<file path="src/rtl/uart_tx_controller.sv">
// UART transmit frame sequencer: start bit, DBIT data bits LSB first, optional even parity, stop period.
// Paced by the 16x oversample tick. Gates the baud generator through baud_enable.
module uart_tx_controller #(
    parameter int DBIT      = 8,
    parameter int SB_TICK   = 16,
    parameter int PARITY_EN = 0
) (
    input  logic            clk,
    input  logic            reset,
    input  logic            tx_start,
    input  logic [DBIT-1:0] tx_din,
    input  logic            s_tick,
    output logic            baud_enable,
    output logic            tx,
    output logic            tx_busy,
    output logic            tx_done_tick
);

    localparam int S_W = (SB_TICK > 16) ? 5 : 4;
    localparam int N_W = $clog2(DBIT);

    typedef enum logic [2:0] {IDLE, START, DATA, PARITY, STOP} state_t;

    state_t          state_q;
    logic [S_W-1:0]  s_q;
    logic [N_W-1:0]  n_q;
    logic [DBIT-1:0] b_q;
    logic            par_q;
    logic            tx_q;
    logic            busy_q;
    logic            baud_q;
    logic            done_q;

    // Every output is loaded on the edge that changes the state, so tx has no
    // combinational path from any input.
    always_ff @(posedge clk) begin
        if (reset) begin
            // NOTE: the shift register is cleared along with the control state, so an abandoned
            // frame leaves nothing behind; non-blocking updates let each branch read the old b_q.
            state_q <= IDLE;
            s_q     <= '0;
            n_q     <= '0;
            b_q     <= '0;
            par_q   <= 1'b0;
            tx_q    <= 1'b1;
            busy_q  <= 1'b0;
            baud_q  <= 1'b0;
            done_q  <= 1'b0;
        end else begin
            done_q <= 1'b0;
            case (state_q)
                IDLE: begin
                    tx_q <= 1'b1;
                    if (tx_start) begin
                        b_q     <= tx_din;
                        par_q   <= ^tx_din;
                        s_q     <= '0;
                        tx_q    <= 1'b0;
                        busy_q  <= 1'b1;
                        baud_q  <= 1'b1;
                        state_q <= START;
                    end
                end
                START: begin
                    if (s_tick) begin
                        if (s_q == S_W'(15)) begin
                            s_q     <= '0;
                            n_q     <= '0;
                            tx_q    <= b_q[0];
                            state_q <= DATA;
                        end else begin
                            s_q <= s_q + S_W'(1);
                        end
                    end
                end
                DATA: begin
                    if (s_tick) begin
                        if (s_q == S_W'(15)) begin
                            s_q <= '0;
                            b_q <= b_q >> 1;
                            if (n_q == N_W'(DBIT - 1)) begin
                                if (PARITY_EN != 0) begin
                                    tx_q    <= par_q;
                                    state_q <= PARITY;
                                end else begin
                                    tx_q    <= 1'b1;
                                    state_q <= STOP;
                                end
                            end else begin
                                n_q  <= n_q + N_W'(1);
                                tx_q <= b_q[1];
                            end
                        end else begin
                            s_q <= s_q + S_W'(1);
                        end
                    end
                end
                PARITY: begin
                    if (s_tick) begin
                        if (s_q == S_W'(15)) begin
                            s_q     <= '0;
                            tx_q    <= 1'b1;
                            state_q <= STOP;
                        end else begin
                            s_q <= s_q + S_W'(1);
                        end
                    end
                end
                STOP: begin
                    if (s_tick) begin
                        if (s_q == S_W'(SB_TICK - 1)) begin
                            s_q     <= '0;
                            busy_q  <= 1'b0;
                            baud_q  <= 1'b0;
                            done_q  <= 1'b1;
                            state_q <= IDLE;
                        end else begin
                            s_q <= s_q + S_W'(1);
                        end
                    end
                end
                default: begin
                    tx_q    <= 1'b1;
                    busy_q  <= 1'b0;
                    baud_q  <= 1'b0;
                    state_q <= IDLE;
                end
            endcase
        end
    end

    assign tx           = tx_q;
    assign tx_busy      = busy_q;
    assign baud_enable  = baud_q;
    assign tx_done_tick = done_q;

endmodule

</file>
<file path="config.mk">
export PLATFORM = sky130hd
export DESIGN_NAME = uart_tx_controller
export DESIGN_NICKNAME = d
export VERILOG_FILES = /design/src/rtl/uart_tx_controller.sv
export SDC_FILE = /design/constraint.sdc
export NUM_CORES = 1
export LEC_CHECK = 0
export CORE_MARGIN = 2
export CORE_UTILIZATION = 46
export DETAILED_ROUTE_END_ITERATION = 8
export GPL_ROUTABILITY_DRIVEN = 0
export PLACE_DENSITY = 0.68
export REMOVE_ABC_BUFFERS = 1
export SLEW_MARGIN = 20
export SYNTH_ARGS = -nofsm -noshare
export SYNTH_HDL_FRONTEND = slang
export SYNTH_SLANG_ARGS = --single-unit
</file>
<file path="constraint.sdc">
create_clock -name clk -period 4.25 [get_ports clk]
set_clock_uncertainty 0.1 [all_clocks]
set_input_delay 0.6375 -clock clk [delete_from_list [all_inputs] [get_ports clk]]
set_output_delay 0.6375 -clock clk [all_outputs]
set_load 0.02 [all_outputs]
</file>
; Word level (Yosys, flattened, before mapping)
; Cells that the tools add are included.
[classes]
bitwise = 3
addsub = 2
reduce_logical = 13
n_mux = 37
shift = 0
n_lt_le_gt_ge = 0
div = 0
n_eq_ne = 18
n_mul = 0
[op_table]
columns = operator, n
row1 = two-way mux 3 bit, 13
row2 = two-way mux 8 bit, 3
row3 = != test 2 bit (second input constant), 11
row4 = case mux 8 bit (2 select lines), 1
row5 = case mux 3 bit (5 select lines), 1
row6 = two-way mux 1 bit, 12
row7 = two-way mux 4 bit, 3
row8 = AND reduction 10 bit, 1
row9 = case mux 4 bit (2 select lines), 1
row10 = AND reduction 4 bit, 2
row11 = AND reduction 7 bit, 1
row12 = == test 3 x 2 -> 1 bit (second input constant), 2
row13 = == test 3 bit (second input constant), 2
row14 = case mux 3 bit (2 select lines), 1
row15 = AND reduction 6 bit, 1
row16 = nonzero test 2 bit, 3
row17 = OR reduction 3 bit, 2
row18 = case mux 1 bit (5 select lines), 1
row19 = adder 4 x 1 -> 4 bit (second input constant), 1
row20 = == test 4 bit (second input constant), 1
row21 = OR reduction 4 bit, 1
row22 = adder 3 x 1 -> 3 bit (second input constant), 1
row23 = == test 3 x 1 -> 1 bit (second input constant), 1
row24 = logical NOT 3 bit, 1
row25 = 4 further kinds, 6
[totals]
word_cells = 80
mem_bits_ro = 0
ff_bits = 21
output_inout_bits = 4
latchBits = 0
ramBits = 0
mem_count = 0

; Logic depth before layout (Yosys ltp)
[logic_depth]
word_depth = 5
ltp_mapped = 6
ltp_nobuf = 6

; Worst setup path after synthesis
; No wires, ideal clock.
[synth_path]
kind = register to register
from = register n_q[0]
to = register n_q[0]
stages_incl_launch_ff = 7
n_path_buf = 0
setup_time_ns = 0.134
period_less_slack_ns = 1.727
arrival_time_ns = 1.494
path_slack_ns = 2.523
cell_sequence = dfxtp_1 -> ha_1 -> ha_1 -> or3b_4 -> a211oi_4 -> nand2b_1 -> a21oi_1
[synth_via]
elab_chain_cells = 5
[synth_rtl]
columns = item, line
row1 = start: declaration, 26  ; logic [N_W-1:0] n_q;
row2 = start signal: assignment, 90  ; n_q <= n_q + N_W'(1);
row3 = adder 3 x 1 -> 3 bit, 90
row4 = two-way mux 3 bit, 81  ; if (n_q == N_W'(DBIT - 1)) begin
row5 = two-way mux 3 bit, 78  ; if (s_q == S_W'(15)) begin
row6 = two-way mux 3 bit, 77  ; if (s_tick) begin
row7 = case mux 3 bit (2 select lines), 51  ; case (state_q)
; Parallel ways exist; a longest one is shown, timed or not. The select of a mux whose other input is x is not followed.
; A chain may end at the register's enable or synchronous reset.

; Worst setup path in the final report
[layout_path]
from = input port s_tick
to = register b_q[1]
[layout_via]
elab_chain_cells = 2
[layout_rtl]
columns = item, line
row1 = start: declaration, 12  ; input logic s_tick,
row2 = != test 2 bit (no line), --
row3 = AND reduction 4 bit (no line), --
row4 = end signal: assignment, 55  ; b_q <= tx_din;
row5 = end signal: assignment, 80  ; b_q <= b_q >> 1;
row6 = end: declaration, 27  ; logic [DBIT-1:0] b_q;
; Every way passes these cells.

==> flow_summary.yaml <==
logic_synthesis:
  synth_ff_type: "dfxtp_1"
  syn_avg_cell_area_um2: 9.59
  synth_edf_count: 0
  ys_seq_elements: 21
  yosysWarnings: 0
  syn_inst: 127
  ys_types: 47
  async_flop_share_pct: 0
  yosysSeqAreaShare_pct: 34.5
  syn_area_um2: 1220
final_layout:
  layout_commonest_cell: "dfxtp_1"
  multi_input_area_um2: 719
  final_cell_mix: "dfxtp_1, a21oi_1, clkdlybuf4s50_1, mux2i_1"
  regArea_um2: 420
  layout.nets: 152
  fillers: 233
  num_antenna_cells: 0
  drive_gt1_share_pct: 11.8
  syn2layout_area_growth_pct: 11.9
cts:
  cts_resized: 0
  cts_inserted_buffers: 3
  clock_sinks: 21
  cts_tree: "built"
  ctsHoldBuffers: 0
  h-tree-depth: 1
  clockBufferDepth: 2
  cts_root_buf: "clkbuf_4"
  clk_latency_ns: 0.31
  clkTransAtPathRegs_ns: 0.12
  postCtsSetupRepairBufs: 0
grt:
  grt_pass1_wl_um: 3990
  grt_max_degree: 23
  grt_pass1_vias: 893
  grt_usage_pct: 16.0
  antenna_found_initial: 0
  grt-ovfl-total: 0
detailed_routing:
  drt-initial-drc-count: 16
  viasPerCell: 5.91
  num_vias: 981
  wirelength_um: 2350
  drc: 0
  firstDrtPassIters: 4
  wl_per_cell_um: 14.2
  ant_nets: 0
critical_path:
  critPathCaptureType: "flip-flop"
  crit_fanout: 15
  ff2ff_setup_slack_ns: 2.09
  crit_arrival_ns: 2.40
  startpoint_type: "primary input"
  required_ns: 4.36
  path_class: "in2reg"
pwr:
  vdd_drop_max_mv: 0.230
  total_power_uw: 377
  p_per_area_nw_per_um2: 277
  p_leak_uw: 0.000481
run:
  maxCapViolCount: 0
floorplanning:
  start_util_pct: 48.7
  core_um2: 2500
  die_area_um2: 3070
  die_h_um: 55.4
  rows: 18
  num_io_pins: 16
  die_x_um: 55.4
timing:
  setup_viol: 0
  rsz0062_at_grt: "no"
  maxSlewHeadroom_pct: 42.5
  fin_setup_tns_ns: 0
  fmax_ghz: 0.436
  finalHoldViolations: 0
  final_max_slew_viol_count: 0
  min_period_ns: 2.29
  worst_pin_slew_ns: 0.860
  min_period_over_period_pct: 53.9
place:
  hpwl_um: 1670
  io_buffer_count: 15
run_status:
  status: "finished, final reports clean"
hold_path:
  hold_class: "reg2reg"
[metrics by stage]
stage / setup slack, ns / utilization [%] / std cells / hold WS (ns) / cell area [um2]
CTS: 1.98 / 54.5 / 166 / 0.384 / 1360
detailed placement: 1.64 / 53.4 / 162 / 0.364 / 1340
global route: 1.84 / 54.5 / 166 / 0.400 / 1360
global placement: 1.74 / 53.4 / 162 / 0.356 / 1340
floorplan: 2.45 / - / 117 / 0.343 / 1150
finish: 1.96 / 54.5 / 166 / 0.381 / 1360
[Yosys cell counts (all sizes together), types with 2 or more instances]
library cell   n  area (um2)
a21oi         20         111
a311oi         7        80.1
and4           2        17.5
buf            6        51.3
clkbuf         4        18.8
dfxtp         21         420
ha             3        37.5
inv            2        7.51
mux2i          9         103
nand2          4        15.0
nand2b         4        25.0
nand3          6        30.0
nor2           7        33.8
nor3           4        20.0
o21ai          3        15.0
o31ai          2        15.0
or3b           2        20.0
[worst max-delay path, cell delays in order]
cell and delay [ns]:
clkdlybuf4s50_1 0.63, nand4_4 0.22, mux2i_4 0.49, a21oi_1 0.15, a311oi_1 0.28
[state kept, by name, summed over array words and instances (netlist names)]
signal and count:
b_q 8, baud_enable 1, n_q 3, s_q 4
state_q 3, tx 1, tx_done_tick 1
[logic make-up after synthesis]
kind of cell               synth area share (%)
adders and majority gates                  3.08
DFF                                        34.5
and+or+nand+nor                            22.3
AOI/OAI and AO/OA                          25.3
buffers and inverters                      6.37
muxes                                      8.43
[layer usage]
layer  vias to the layer above  global-route usage [%]  wire length (um)
met1                       466                    21.1              1210
met5                         -                       0                 0
met2                        12                    25.7              1050
met4                         0                    4.18                19
li1                        501                       -                 -
met3                         2                    4.22                74
[power by group]
| group | total [uW] | internal [uW] | switching [uW] |
|---|---|---|---|
| registers | 216 | 206 | 9.13 |
| clock network | 96.5 | 35.1 | 61.4 |
| logic | 64.9 | 31.9 | 33.0 |
[cell type report]
class / count / share of cell area [%]
sequential: 21 / 30.9
timing repair buffer: 15 / 11.0
multi-input combinational: 94 / 52.8
tap: 30 / 2.75
inverter: 2 / 0.551
clock buffer: 3 / 1.65
clock inverter: 1 / 0.367
[path summary, 6_finish.rpt]
check                   endpoint                     from  cells after the start
min reg2reg  n_q[1]$_SDFFE_PP0P_      n_q[1]$_SDFFE_PP0P_                      2
min          n_q[1]$_SDFFE_PP0P_      n_q[1]$_SDFFE_PP0P_                      2
max reg2reg  b_q[5]$_SDFFE_PP0P_  state_q[2]$_SDFFE_PP0P_                      4
max          b_q[1]$_SDFFE_PP0P_                   s_tick                      5
(Power assumes the default switching activity.)
